[src/rtl/filter2d_window_if.sv]
// Column-in / window-out bundle for filter2d_window.
// master drives columns and observes windows; slave is the window generator.
interface filter2d_window_if #(
   parameter int DIN_WIDTH = 8,
   parameter int WIN_SIZE  = 3
);
   logic                                          frame_start_buf;
   logic                                          din_vld_buf;
   logic [WIN_SIZE-1:0][DIN_WIDTH-1:0]            din_buf;
   logic                                          win_vld;
   logic                                          win_frame_start;
   logic                                          win_line_end;
   logic [WIN_SIZE-1:0][WIN_SIZE-1:0][DIN_WIDTH-1:0] win;
   logic                                          ovf;

   modport master (
      output frame_start_buf, din_vld_buf, din_buf,
      input  win_vld, win_frame_start, win_line_end, win, ovf
   );

   modport slave (
      input  frame_start_buf, din_vld_buf, din_buf,
      output win_vld, win_frame_start, win_line_end, win, ovf
   );
endinterface

[src/rtl/filter2d_window.sv]
// Builds zero-padded WIN_SIZE x WIN_SIZE windows from vertical pixel columns; window c appears 1 cycle after column c+WIN_R.
// No backpressure: each line ends with WIN_R flush cycles, and columns arriving then are dropped and flagged on ovf.
module filter2d_window #(
   parameter int FRAME_H   = 1080,
   parameter int FRAME_W   = 1920,
   parameter int DIN_WIDTH = 8,
   parameter int WIN_SIZE  = 3
) (
   input  logic             clk,
   input  logic             reset_n,
   filter2d_window_if.slave bus
);
   localparam int WIN_R = WIN_SIZE / 2;
   localparam int CW    = (FRAME_W > 1) ? $clog2(FRAME_W) : 1;
   localparam int LW    = $clog2(FRAME_H + WIN_R);
   localparam int FW    = (WIN_R > 1) ? $clog2(WIN_R) : 1;

   localparam logic [CW-1:0] COL_FILL_LAST  = CW'(WIN_R - 1);
   localparam logic [CW-1:0] COL_FIRST_WIN  = CW'(WIN_R);
   localparam logic [CW-1:0] COL_LAST       = CW'(FRAME_W - 1);
   localparam logic [LW-1:0] LINE_FIRST_OUT = LW'(WIN_R);
   localparam logic [LW-1:0] LINE_LAST      = LW'(FRAME_H - 1 + WIN_R);
   localparam logic [FW-1:0] FLUSH_LAST     = FW'(WIN_R - 1);

   typedef logic [WIN_SIZE-1:0][DIN_WIDTH-1:0]               col_t;
   typedef logic [WIN_SIZE-1:0][WIN_SIZE-1:0][DIN_WIDTH-1:0] win_t;
   typedef enum logic [1:0] {S_IDLE, S_FILL, S_RUN, S_FLUSH} state_t;

   state_t          state, state_nxt, st;
   logic [CW-1:0]   col, col_nxt, c;
   logic [LW-1:0]   line, line_nxt, l;
   logic [FW-1:0]   fcnt, fcnt_nxt;
   win_t            sr, sr_nxt, s, shifted;
   col_t            col_in, shift_in;
   logic            ovf, ovf_nxt;
   logic            emit, emit_fs, emit_le;
   win_t            win_q;
   logic            vld_q, fs_q, le_q;

   always_comb begin
      st       = state;
      c        = col;
      l        = line;
      s        = sr;
      ovf_nxt  = ovf;
      fcnt_nxt = fcnt;
      // A frame start overrides whatever is in flight and may carry column 0 itself.
      if (bus.frame_start_buf) begin
         st       = S_FILL;
         c        = '0;
         l        = '0;
         s        = '0;
         fcnt_nxt = '0;
         ovf_nxt  = 1'b0;
      end

      // Tap k carries input line l-k; lines outside the frame become zero padding.
      for (int k = 0; k < WIN_SIZE; k++) begin
         col_in[k] = ((int'(l) >= k) && (int'(l) - k < FRAME_H)) ? bus.din_buf[k] : '0;
      end
      shift_in = (st == S_FLUSH) ? '0 : col_in;

      for (int i = 0; i < WIN_SIZE; i++) begin
         for (int j = 0; j < WIN_SIZE - 1; j++) begin
            shifted[i][j] = s[i][j+1];
         end
         shifted[i][WIN_SIZE-1] = shift_in[i];
      end

      state_nxt = st;
      col_nxt   = c;
      line_nxt  = l;
      sr_nxt    = s;
      emit      = 1'b0;
      emit_fs   = 1'b0;
      emit_le   = 1'b0;

      unique case (st)
         S_IDLE: begin
         end
         S_FILL: begin
            if (bus.din_vld_buf) begin
               sr_nxt  = shifted;
               col_nxt = c + CW'(1);
               if (c == COL_FILL_LAST) state_nxt = S_RUN;
            end
         end
         S_RUN: begin
            if (bus.din_vld_buf) begin
               sr_nxt  = shifted;
               emit    = (l >= LINE_FIRST_OUT);
               emit_fs = emit && (l == LINE_FIRST_OUT) && (c == COL_FIRST_WIN);
               if (c == COL_LAST) begin
                  col_nxt   = '0;
                  fcnt_nxt  = '0;
                  state_nxt = S_FLUSH;
               end else begin
                  col_nxt = c + CW'(1);
               end
            end
         end
         S_FLUSH: begin
            ovf_nxt = ovf_nxt | bus.din_vld_buf;
            sr_nxt  = shifted;
            emit    = (l >= LINE_FIRST_OUT);
            if (fcnt == FLUSH_LAST) begin
               emit_le  = emit;
               sr_nxt   = '0;
               fcnt_nxt = '0;
               if (l == LINE_LAST) begin
                  state_nxt = S_IDLE;
                  line_nxt  = '0;
               end else begin
                  state_nxt = S_FILL;
                  line_nxt  = l + LW'(1);
               end
            end else begin
               fcnt_nxt = fcnt + FW'(1);
            end
         end
         default: state_nxt = S_IDLE;
      endcase
   end

   always_ff @(posedge clk) begin
      if (!reset_n) begin
         state <= S_IDLE;
         col   <= '0;
         line  <= '0;
         fcnt  <= '0;
         sr    <= '0;
         ovf   <= 1'b0;
         win_q <= '0;
         vld_q <= 1'b0;
         fs_q  <= 1'b0;
         le_q  <= 1'b0;
      end else begin
         state <= state_nxt;
         col   <= col_nxt;
         line  <= line_nxt;
         fcnt  <= fcnt_nxt;
         sr    <= sr_nxt;
         ovf   <= ovf_nxt;
         vld_q <= emit;
         fs_q  <= emit_fs;
         le_q  <= emit_le;
         if (emit) win_q <= shifted;
      end
   end

   assign bus.win             = win_q;
   assign bus.win_vld         = vld_q;
   assign bus.win_frame_start = fs_q;
   assign bus.win_line_end    = le_q;
   assign bus.ovf             = ovf;
endmodule

[src/flat_wrapper.sv]
// flat-port wrapper written by rule: the top's interface ports become plain ports
module filter2d_window_flat 
#(
   parameter int FRAME_H   = 1080,
   parameter int FRAME_W   = 1920,
   parameter int DIN_WIDTH = 8,
   parameter int WIN_SIZE  = 3
)
  (clk, reset_n, bus_frame_start_buf, bus_din_vld_buf, bus_din_buf, bus_win_vld, bus_win_frame_start, bus_win_line_end, bus_win, bus_ovf);
  filter2d_window_if #(.DIN_WIDTH(DIN_WIDTH), .WIN_SIZE(WIN_SIZE)) bus_i ();
  input  logic clk;
  input  logic reset_n;
  input wire logic [$bits(bus_i.frame_start_buf)-1:0] bus_frame_start_buf;
  input wire logic [$bits(bus_i.din_vld_buf)-1:0] bus_din_vld_buf;
  input wire logic [$bits(bus_i.din_buf)-1:0] bus_din_buf;
  output wire logic [$bits(bus_i.win_vld)-1:0] bus_win_vld;
  output wire logic [$bits(bus_i.win_frame_start)-1:0] bus_win_frame_start;
  output wire logic [$bits(bus_i.win_line_end)-1:0] bus_win_line_end;
  output wire logic [$bits(bus_i.win)-1:0] bus_win;
  output wire logic [$bits(bus_i.ovf)-1:0] bus_ovf;
  assign bus_i.frame_start_buf = bus_frame_start_buf;
  assign bus_i.din_vld_buf = bus_din_vld_buf;
  assign bus_i.din_buf = bus_din_buf;
  assign bus_win_vld = bus_i.win_vld;
  assign bus_win_frame_start = bus_i.win_frame_start;
  assign bus_win_line_end = bus_i.win_line_end;
  assign bus_win = bus_i.win;
  assign bus_ovf = bus_i.ovf;
  filter2d_window #(.FRAME_H(FRAME_H), .FRAME_W(FRAME_W), .DIN_WIDTH(DIN_WIDTH), .WIN_SIZE(WIN_SIZE)) u_core (.clk(clk), .reset_n(reset_n), .bus(bus_i));
endmodule
[config.mk]
export PLATFORM = sky130hd
export DESIGN_NAME = filter2d_window_flat
export DESIGN_NICKNAME = d
export VERILOG_FILES = /design/src/rtl/filter2d_window_if.sv /design/src/rtl/filter2d_window.sv /design/src/flat_wrapper.sv
export SDC_FILE = /design/constraint.sdc
export NUM_CORES = 1
export LEC_CHECK = 0
export CAP_MARGIN = 20
export CORE_UTILIZATION = 50
export CTS_CLUSTER_SIZE = 20
export DETAILED_ROUTE_END_ITERATION = 10
export GPL_TIMING_DRIVEN = 0
export PLACE_DENSITY = 0.73
export SLEW_MARGIN = 5
export SYNTH_ARGS = -nofsm -noshare
export SYNTH_HDL_FRONTEND = slang
export SYNTH_SLANG_ARGS = --single-unit
export TNS_END_PERCENT = 10
[constraint.sdc]
create_clock -name clk -period 3.5 [get_ports clk]
set_input_delay 0.7 -clock clk [delete_from_list [all_inputs] [get_ports clk]]
set_output_delay 0.7 -clock clk [all_outputs]
set_load 0.03 [all_outputs]
# --- Yosys cells after proc, flatten, opt, wreduce, memory -nomap -nowiden ---
# Index checks and enable logic that the tools add are counted.
word_totals:
  reg_bits: 173
  in_bits: 28
  out_inout_bits: 76
  wordCells: 89
op_classes:
  addsub: 5
  order_cmp: 6
  n_eq_ne: 7
  n_mux: 34
  bitwise: 3
  n_reduce_logical: 8
ops:
  columns: ["operator", "count"]
  rows:
  - ["$mux W72", 3]
  - ["$pmux W72 S2", 1]
  - ["$mux W11", 8]
  - ["$lt A32 B12 Y1 const B", 2]
  - ["$mux W24", 1]
  - ["$mux W8", 3]
  - ["$add A11 B1 Y11 const B", 2]
  - ["$eq A11 B1 Y1 const B", 2]
  - ["$eq A11 B11 Y1 const B", 2]
  - ["$ge A11 B1 Y1 const B", 2]
  - ["$pmux W11 S2", 1]
  - ["$mux W2", 6]
  - ["$sub A11 B1 Y12 const B", 1]
  - ["$sub A11 B2 Y12 const B", 1]
  - ["$ge A11 B2 Y1 const B", 1]
  - ["$logic_not A11 Y1", 1]
  - ["$lt A11 B11 Y1 const B", 1]
  - ["$mux W1", 8]
  - ["$pmux W2 S3", 1]
  - ["$eq A2 B2 Y1 const B", 2]
  - ["$logic_and A1 B1 Y1", 4]
  - ["$pmux W1 S2", 2]
  - ["$reduce_and A3 Y1", 1]
  - ["$reduce_or A3 Y1", 1]
  - ["5 further kinds", 6]

# --- Longest topological paths before layout ---
# Gate-level depths: netlist of the first run.
logic_depth:
  word_depth: 8
  depth_mapped: 13

# --- Worst setup path after synthesis of the first run ---
# No wires, ideal clock.
synth_path:
  kind: "input port to flip-flop"
  start: "in bus_frame_start_buf"
  end: "reg u_core.col[9]"
  arrival_ns: 2.945
  required_time_ns: 3.380
  slack_ns: 0.435
  cell_stages: 10
  path_buffers: 2
  path_cell_list: "buf_1 > buf_1 > nor2_1 > inv_1 > ha_1 > nor2b_1 > nand4_1 > or4_1 > o211ai_1 > nand2_1"
synth_via:
  elab_chain_len: 5
  elab_cells_between_ends: 10
synth_rtl:
  columns: ["element", "line", "rtl"]
  rows:
  - ["from (decl)", "flat_wrapper.sv:13", "input wire logic [$bits(bus_i.frame_start_buf)-1:0] bus_frame_start_buf;"]
  - ["$mux W11", "filter2d_window.sv:48", "if (bus.frame_start_buf) begin"]
  - ["$add A11 B1 Y11 / $eq A11 B11 Y1 (equally long branches)", "filter2d_window.sv:84, filter2d_window.sv:98, filter2d_window.sv:93", null]
  - ["$mux W11", "filter2d_window.sv:93", "if (c == COL_LAST) begin"]
  - ["$mux W11", "filter2d_window.sv:89", "if (bus.din_vld_buf) begin"]
  - ["$pmux W11 S2 (*)", "filter2d_window.sv:78", "unique case (st)"]
  - ["to (signal assigned)", "filter2d_window.sv:139", "col <= col_nxt;"]
  - ["to (decl)", "filter2d_window.sv:30", "logic [CW-1:0] col, col_nxt, c;"]
# Every way passes the cells marked *; elsewhere a longest branch is shown, timed or not.
# A chain may end at the register's enable or synchronous reset.

# --- Worst setup path in the final report of the first run ---
layout_path:
  start: "in bus_frame_start_buf"
  end: "reg u_core.win_q, in the netlist u_core.bus.win[66]"
layout_via:
  elab_chain_len: 6
  elab_cells_between_ends: 13
layout_rtl:
  columns: ["element", "line", "rtl"]
  rows:
  - ["$mux W11", "filter2d_window.sv:48", null]
  - ["$sub A11 B2 Y12", "filter2d_window.sv:59", "col_in[k] = ((int'(l) >= k) && (int'(l) - k < FRAME_H)) ? bus.din_buf[k] : '0;"]
  - ["$lt A32 B12 Y1", "filter2d_window.sv:59", null]
  - ["$logic_and A1 B1 Y1", "filter2d_window.sv:59", null]
  - ["$mux W8", "filter2d_window.sv:59", null]
  - ["$mux W24", "filter2d_window.sv:61", "shift_in = (st == S_FLUSH) ? '0 : col_in;"]
  - ["to (signal assigned)", "filter2d_window.sv:147", "if (emit) win_q <= shifted;"]
  - ["to (decl)", "filter2d_window.sv:37", "win_t win_q;"]
# Several ways; a longest one is shown, not always the timed one.

==> impl_metrics.env, run 1 <==
export IMPL_outcome="finished clean"
export IMPL_instances_no_fill=998
export IMPL_first_pass_iters=5
export IMPL_seqPwrFrac_pct=45.7
export IMPL_critPathMaxStageDelay_ns=0.56
export IMPL_routed_wl_mm=17.5
export IMPL_endpoint="u_core.bus.win[66]$_SDFFE_PN0P_"
export IMPL_ir_drop_uv=337
export IMPL_antenna_found_initial=0
export IMPL_hold_buffers=0
export IMPL_track_usage_pct=28.1
export IMPL_period_share_pct=97.6
export IMPL_rows=40
export IMPL_gp_congestion=0.911
export IMPL_switching_share_pct=23.0
export IMPL_pwr_density_cell_nw_per_um2=464
export IMPL_synth_top_area_cell="dfxtp_1"
export IMPL_avgViaCountPerCell=5.93
export IMPL_reg2reg_from="u_core.state[1]$_SDFF_PN0_"
export IMPL_synth_cell_types=62
export IMPL_remaining_drc_errors=0
export IMPL_cts_buffer_depth=2
export IMPL_fmax_mhz=293
export IMPL_multi_input_area_sq_um=2980
export IMPL_design_portCount=104
export IMPL_r2r_slack_ns=1.05
export IMPL_p_clk_share_pct=48.6
export IMPL_overflow=0
export IMPL_regArea_sq_um=2980
export IMPL_synth_commonest_cells="dfxtp_1 (149), nand2_1 (92), a21oi_1 (70)"
export IMPL_crit_chain="clkdlybuf4s50_1 > clkbuf_4 > clkbuf_4 > nor2_2 > inv_1 > ha_2 > a21o_1 > nand2_1 > a21oi_4 > buf_2 > buf_2 > nand3_1 > a21oi_1"
export IMPL_reg2reg_to="u_core.bus.win[66]$_SDFFE_PN0P_"
export IMPL_yosysMostFrequentCell="dfxtp_1"
export IMPL_cp_data_required_time_ns=3.85
export IMPL_dp_cells=966
export IMPL_power_leakage_nw=2.80
export IMPL_worst_slew_pin_slew_ns=0.948
export IMPL_synth_area_sq_um=6170
export IMPL_cts_root_buf="clkbuf_16"
export IMPL_insertion_delay_ns=0.43
export IMPL_die_w_um=113
export IMPL_dieArea_sq_um=12800
export IMPL_async_reset_ff_share_pct=0
export IMPL_yosysWarnings=0
export IMPL_syn_inst=716
export IMPL_cts_tree="built"
export IMPL_start_kind="primary input"
export IMPL_crit_start="bus_frame_start_buf"
export IMPL_drt_iter0_drc=469
export IMPL_fin_crit_ns=3.42
export IMPL_n_antenna_cell=0
export IMPL_crit_slowest_cell="clkdlybuf4s50_1"
export IMPL_critical_path_class="in -> reg"
export IMPL_ys_seq_area_share_pct=48.4
export IMPL_syn_avg_cell_area_sq_um=8.61
export IMPL_p_sw_mw=0.861
export IMPL_arrival_ns=3.77
export IMPL_clock_sinks=149
export IMPL_crit_fanout=10
export IMPL_fin_skew_ns=0.00769
export IMPL_cts_buffers_inserted=17
export IMPL_h_tree_depth=4
export IMPL_ant_nets=0
export IMPL_internal_power_mw=2.88
export IMPL_rsz0062_at_grt="true"
export IMPL_netlist_area_leader_share_pct=48.4
export IMPL_nNetsFinal=877
export IMPL_core_sq_um=12000
export IMPL_syn_nets=755
export IMPL_die_h_um=113
export IMPL_end_kind="flop"
export IMPL_path_clk_slew_ns=0.06
export IMPL_slew_headroom_pct=36.3
export IMPL_synthToLayoutAreaGrowth_pct=30.7
export IMPL_yosys_top_cells_area="dfxtp_1 (48%), a21oi_1 (5.7%), nand2_1 (5.6%)"
export IMPL_grt_max_degree=17
export IMPL_portBuffers=103
export IMPL_drive_gt1_share_pct=9.52
export IMPL_fill_cells=983
export IMPL_fin_tns_setup_ns=0
export IMPL_maxCapViolations=0
export IMPL_dp_hpwl_mm=12.6
export IMPL_ys_flop_type="dfxtp_1"
export IMPL_wl_per_cell_um=17.5
export IMPL_setup_viol_count_final=0
export IMPL_grt_pass1_vias=5530
export IMPL_worst_r2r_path_depth=10
export IMPL_start_util_pct=51.3
export IMPL_hold_path_class="reg -> reg"
export IMPL_ys_seq_elements=149
export IMPL_synth_edf_count=0
export IMPL_final_core_util_pct=67.1
export IMPL_slew_viol_final=0
export IMPL_finalHoldViolCount=0
export IMPL_vias=5917
export IMPL_grt_pass1_wl_mm=27.7
export IMPL_totalPowerFinal_mw=3.74
export IMPL_combPwrFrac_pct=5.7
==> final cells by class <==
| type | instances | area share [%] |
|---|---|---|
| Sequential cell | 149 | 37.0 |
| Timing Repair Buffer | 105 | 13.0 |
| Clock buffer | 21 | 5.84 |
| Multi-Input combinational cell | 504 | 36.9 |
| Inverter | 13 | 0.652 |
| Buffer | 48 | 2.78 |
| Tap cell | 147 | 2.28 |
| Clock inverter | 11 | 1.55 |
==> flip-flops by register name (all words and copies together), names as in the netlist <==
signal                      flops
u_core.bus.win                 72
u_core.sr                      48
u_core.col                     11
u_core.line                    11
u_core.state                    2
u_core.bus.ovf                  1
u_core.bus.win_frame_start      1
u_core.bus.win_line_end         1
u_core.bus.win_vld              1
u_core.fcnt                     1
==> cells by family (layout without fill, tap and decap cells) <==
kind of cell / Yosys count / after routing / synth area share, %
AND/OR/NAND/NOR: 302 / 302 / 23.4
flip-flops: 149 / 149 / 48.4
AO/OA/AOI/OAI: 173 / 173 / 19.2
buffers and inverters: 63 / 198 / 4.32
XOR/XNOR: 18 / 18 / 2.56
adder cells (fa/ha/maj): 11 / 11 / 2.23
==> worst min-delay path by stage <==
stage / end / from / depth (start not counted)
2_1_floorplan: u_core.bus.win[2]$_SDFFE_PN0P_ / u_core.sr[10]$_SDFF_PN0_ / 2
3_3_place_gp: u_core.bus.win[1]$_SDFFE_PN0P_ / u_core.bus.win[1]$_SDFFE_PN0P_ / 2
3_5_place_dp: u_core.bus.win[4]$_SDFFE_PN0P_ / u_core.bus.win[4]$_SDFFE_PN0P_ / 2
4_1_cts: u_core.bus.win[4]$_SDFFE_PN0P_ / u_core.bus.win[4]$_SDFFE_PN0P_ / 2
5_1_grt: u_core.bus.win[4]$_SDFFE_PN0P_ / u_core.bus.win[4]$_SDFFE_PN0P_ / 2
6_report: u_core.bus.win[11]$_SDFFE_PN0P_ / u_core.bus.win[11]$_SDFFE_PN0P_ / 2
==> through the flow <==
stage	hold slack, ns	instance area, sq um	setup slack (ns)
2_1_floorplan	0.448	6170	0.435
3_3_place_gp	0.440	7380	-1.16
3_5_place_dp	0.445	7380	-1.21
4_1_cts	0.453	8000	0.00693
5_1_grt	0.466	8060	-0.00226
6_report	0.450	8060	0.0843
==> power by group through the flow <==
stage	clock [mW]	combinational, mW	sequential, mW
after floorplan	0	0.114	1.74
after global placement	0	0.194	1.75
after detailed placement	0	0.199	1.75
after CTS	1.83	0.203	1.71
after global routing	1.91	0.226	1.71
final	1.82	0.213	1.71
==> critical path: cells and delay by family <==
kind	cells	cell delay (ns)
AOI/OAI and AO/OA	3	0.57
buffers and inverters	6	1.77
and+or+nand+nor	3	0.40
adders and majority gates	1	0.32
==> metal layers <==
layer	global-route usage [%]	part of all wire, %
met3	6.64	8.0
met2	44.3	46
met1	36.6	44
met4	12.8	2.9
met5	0	0
==> cells in the final DEF (no fill, tap or decap), types with 17 or more instances in the layout <==
cell type	n
nor2_1	63
a22oi_1	30
nor3_1	19
clkdlybuf4s50_1	103
nand3_1	63
a21oi_1	69
a22o_1	23
nand2_1	92
dfxtp_1	149
clkbuf_1	23
clkbuf_16	17
==> timing repair <==
action | in CTS | in global routing
cloned | 0 | 0
hold endpoints to repair | 0 | 0
resized for setup | 11 | 11
buffers inserted | 0 | 2
setup endpoints to repair | 139 | 64
pin swaps | 0 | 1
Note: power is estimated with default switching activity, not from simulation.
==> run 2: changes to the inputs <==
Settings changed: CAP_MARGIN 20 to 0.
==> results of run 2 <==
Final layout, timing and power as in run 1 (identical DEF).
==> edit 1 (settings of run 1) <==
Reset style: asynchronous (`reset_n`), changed in one clocked block.
--- a/src/rtl/filter2d_window.sv
+++ b/src/rtl/filter2d_window.sv
@@ -122,7 +122,7 @@
       endcase
    end
 
-   always_ff @(posedge clk) begin
+   always_ff @(posedge clk or negedge reset_n) begin
       if (!reset_n) begin
          state <= S_IDLE;
          col   <= '0;
Behaviour: same outputs for any inputs over 10 cycles, from zero or initial values and one cycle with reset_n low; that may be too few to reach the edited logic, so the function may still have changed.
==> edit 1 against run 1 <==
Die area rose by 8.2%; sequential share of layout area rose by 6.7 points; setup slack improved by 130 ps; design area rose by 5.9%; synthesized area rose by 8.4%; clock skew fell by 1.0 ps; sequential cell count did not move; routed wire length rose by 0.27%; critical endpoint is now u_core.bus.win[46]$_DFFE_PN0P_.
Power is not compared: it rests on default switching activity, and its combinational part moved more than twofold at a synthesized area within 25%.
==> edit 1: results <==
[outcome]
status = "completed"

[setup_path]
cp.arrival_ps = 3630
worst-r2r-cell-count = 8
cpPeakStageDelay_ps = 490
r2r-end = "u_core.sr[21]$_DFF_PN0_"
worst_path_max_delay_cell = "o31a_4"

[global_route]
grt_max_degree = 101
grt_pass1_wl_um = 28980
grt_usage_pct = 27.00

[layout]
multi_input_cells = 491
final.fill_count = 1012
multi_input_area_sq_mm = 0.002675
drive_above_1_share_pct = 8.024
clkbuf_count = 24
design.seq.count = 149
sh_seq_area_pct = 43.66
nNonClkBuffers = 149
n_all_inverters = 14
buffer_area_share_pct = 15.05

[place]
placed_area_sq_mm = 0.007940
dp_hpwl_um = 12340
port_buffers = 101
globalplace.congestion = 0.8675

[hold_path]
min_path_type = "primary input to asynchronous set/reset pin"

[synthesis]
ys_top_cells_by_count = "nand2_1 (179), dfrtp_1 (149), o21ai_0 (73), nor2_1 (45), clkbuf_1 (32)"
synth_nets = 740
synth_area_leaders = "dfrtp_1 (56%), nand2_1 (10%), o21ai_0 (5.5%)"
async_flop_share_pct = 100.0
ys_types = 53

[drt]
vias = 5593
dr.first_iter.drc_count = 413

[sta]
worstMarginPinSlew_ps = 881.2

[floorplanning]
die_area_sq_mm = 0.01384
[edit 1: changes by cell type after synthesis, sizes merged, moves of 12 or more]
cell   delta
dfrtp   +149
dfxtp   -149
nand2    +88
o21ai    +64
a21oi    -49
nand3    -45
nor2     -20
a32oi    -12
[edit 1: per-layer routing]
metal  up-vias  global-route usage [%]  part of all wire [%]
li1       2639                       -                     -
met1      2746                   35.16                    44
met2       172                   44.52                    49
met3        36                   5.523                   4.9
met4         0                   10.10                   2.4
met5         -                       0                     0
[edit 1: stage by stage]
step	util [%]	total power, W	std cells	hold slack [ps]	setup slack, ps
floorplan	-	0.002564	701	404.4	244.5
global placement	61.69	0.002929	974	457.3	-3917
detailed placement	61.91	0.002952	975	467.2	-840.4
CTS	66.52	0.004738	1007	224.8	52.36
global route	66.59	0.004927	1007	251.5	21.03
finish	66.59	0.004745	1007	220.8	213.5
[edit 1: kinds of logic after synthesis]
family / share of synthesized area, %
flops: 55.77
fa+ha+maj: 2.059
xor+xnor: 2.227
mux: 0.1684
simple gates: 19.63
buf+inv: 4.417
compound gates: 15.72
[edit 1: how the worst max path moves through the flow]
stage | from | to | depth (start not counted)
floorplan | bus_frame_start_buf | u_core.bus.win[40]$_DFFE_PN0P_ | 12
global placement | reset_n | u_core.bus.win[18]$_DFFE_PN0P_ | 1
detailed placement | bus_frame_start_buf | u_core.sr[40]$_DFF_PN0_ | 12
CTS | bus_frame_start_buf | u_core.bus.win[46]$_DFFE_PN0P_ | 12
global route | bus_frame_start_buf | u_core.sr[22]$_DFF_PN0_ | 9
finish | bus_frame_start_buf | u_core.bus.win[46]$_DFFE_PN0P_ | 12
[edit 1: timing repair]
action	in CTS	in global routing
hold buffers	0	0
gates resized for setup	3	5
pin swaps	0	1
endpoints found under the setup margin	89	23
==> edit 2 (flow settings as in run 1) <==
Without the edit above. `FRAME_W` is set to 1920 in 2 places; all go to 480.
--- a/src/rtl/filter2d_window.sv
+++ b/src/rtl/filter2d_window.sv
@@ -2,7 +2,7 @@
 // No backpressure: each line ends with WIN_R flush cycles, and columns arriving then are dropped and flagged on ovf.
 module filter2d_window #(
    parameter int FRAME_H   = 1080,
-   parameter int FRAME_W   = 1920,
+   parameter int FRAME_W   = 480,
    parameter int DIN_WIDTH = 8,
    parameter int WIN_SIZE  = 3
 ) (
--- a/src/flat_wrapper.sv
+++ b/src/flat_wrapper.sv
@@ -2,7 +2,7 @@
 module filter2d_window_flat 
 #(
    parameter int FRAME_H   = 1080,
-   parameter int FRAME_W   = 1920,
+   parameter int FRAME_W   = 480,
    parameter int DIN_WIDTH = 8,
    parameter int WIN_SIZE  = 3
 )
Behaviour: same outputs for any inputs over 10 cycles, from zero or initial values and one cycle with reset_n low; that may be too few to reach the edited logic, so the function may still have changed.
==> edit 2 against run 1 <==
Setup slack improved by 43 ps; design area rose by 3.6%; power fell by 0.32%; final cell count rose by 7.0%; synthesized area rose by 4.2%; synthesized cell count rose by 6.1%; worst hold slack improved by 6.4 ps; die area rose by 4.1%; routed wire length rose by 6.6%; first-iteration DRC count rose by 11%; critical path depth fell by 1; sequential cell count fell by 2; clock power fell by 3%.
==> edit 2: results <==
[layout]
nNonClkBuffers = 162
final_util_pct = 66.45
clkbuf_count = 23
final-clk-cell-share_pct = 6.861
n_all_inverters = 20
multi_input_cells = 535
seqCellArea_sq_mm = 0.002943
final.fill_count = 1062

[synthesis]
ys_types = 57
synth_nets = 795
synth_fa_ha_area_share_pct = 1.363
ys_seq_area_share_pct = 45.79
yosys_register_bits = 147

[outcome]
status = "completed"

[place]
globalplace.congestion = 0.8822
dpl.cell_count = 1035
placed_area_sq_mm = 0.007674

[drt]
vias = 6046
wl_per_cell_um = 17.47

[sta]
skew_ps = 7.250
period_minus_slack_ps = 3373
worstMarginPinSlew_ps = 951.9

[setup_path]
cp-endpoint = "u_core.line[5]$_SDFF_PN0_"
worst-r2r-cell-count = 7
cpPeakStageDelay_ps = 480

[pwr]
leakagePower_nw = 2.798
irDropWorstVdd_mv = 0.3313

[clock_tree]
cts_resized = 9
-- edit 2: changes by cell type after synthesis, moves of 9 or more --
cell / change
o21ai_0: +27
o211ai_1: +9
nand4_1: -11
a21boi_0: +36
inv_1: +9
a21oi_1: -65
nand2_1: +32
nor2b_1: +29
a32oi_1: -12
a22o_1: -15
nor2_1: -17
a21boi_1: +12
a31oi_1: +12
-- edit 2: worst min-delay path by stage --
stage | startpoint | endpoint | slack (ps) | cells after the start
after floorplan | u_core.fcnt$_SDFF_PN0_ | u_core.fcnt$_SDFF_PN0_ | 450 | 1
final | u_core.bus.win[12]$_SDFFE_PN0P_ | u_core.bus.win[12]$_SDFFE_PN0P_ | 460 | 2
after CTS | u_core.bus.win[12]$_SDFFE_PN0P_ | u_core.bus.win[12]$_SDFFE_PN0P_ | 460 | 2
after global placement | u_core.bus.win[12]$_SDFFE_PN0P_ | u_core.bus.win[12]$_SDFFE_PN0P_ | 440 | 2
after global routing | u_core.bus.win[12]$_SDFFE_PN0P_ | u_core.bus.win[12]$_SDFFE_PN0P_ | 480 | 2
after detailed placement | u_core.bus.win[12]$_SDFFE_PN0P_ | u_core.bus.win[12]$_SDFFE_PN0P_ | 450 | 2
-- edit 2: power by group --
part	switching [W]	internal, W	leakage, nW	total [W]
registers	0.0000116	0.00169	1.19	0.00170
logic	0.000164	0.0000915	1.33	0.000256
clock network	0.000691	0.00108	0.281	0.00177
total	0.000866	0.00286	2.80	0.00373
-- edit 2: per-layer routing --
metal | up-vias | GRT usage [%] | routed length, um
met5 | - | 0 | 0
met4 | 0 | 12.12 | 564
met3 | 44 | 5.640 | 1180
met2 | 238 | 47.35 | 8695
met1 | 2854 | 38.47 | 8213
li1 | 2910 | - | -
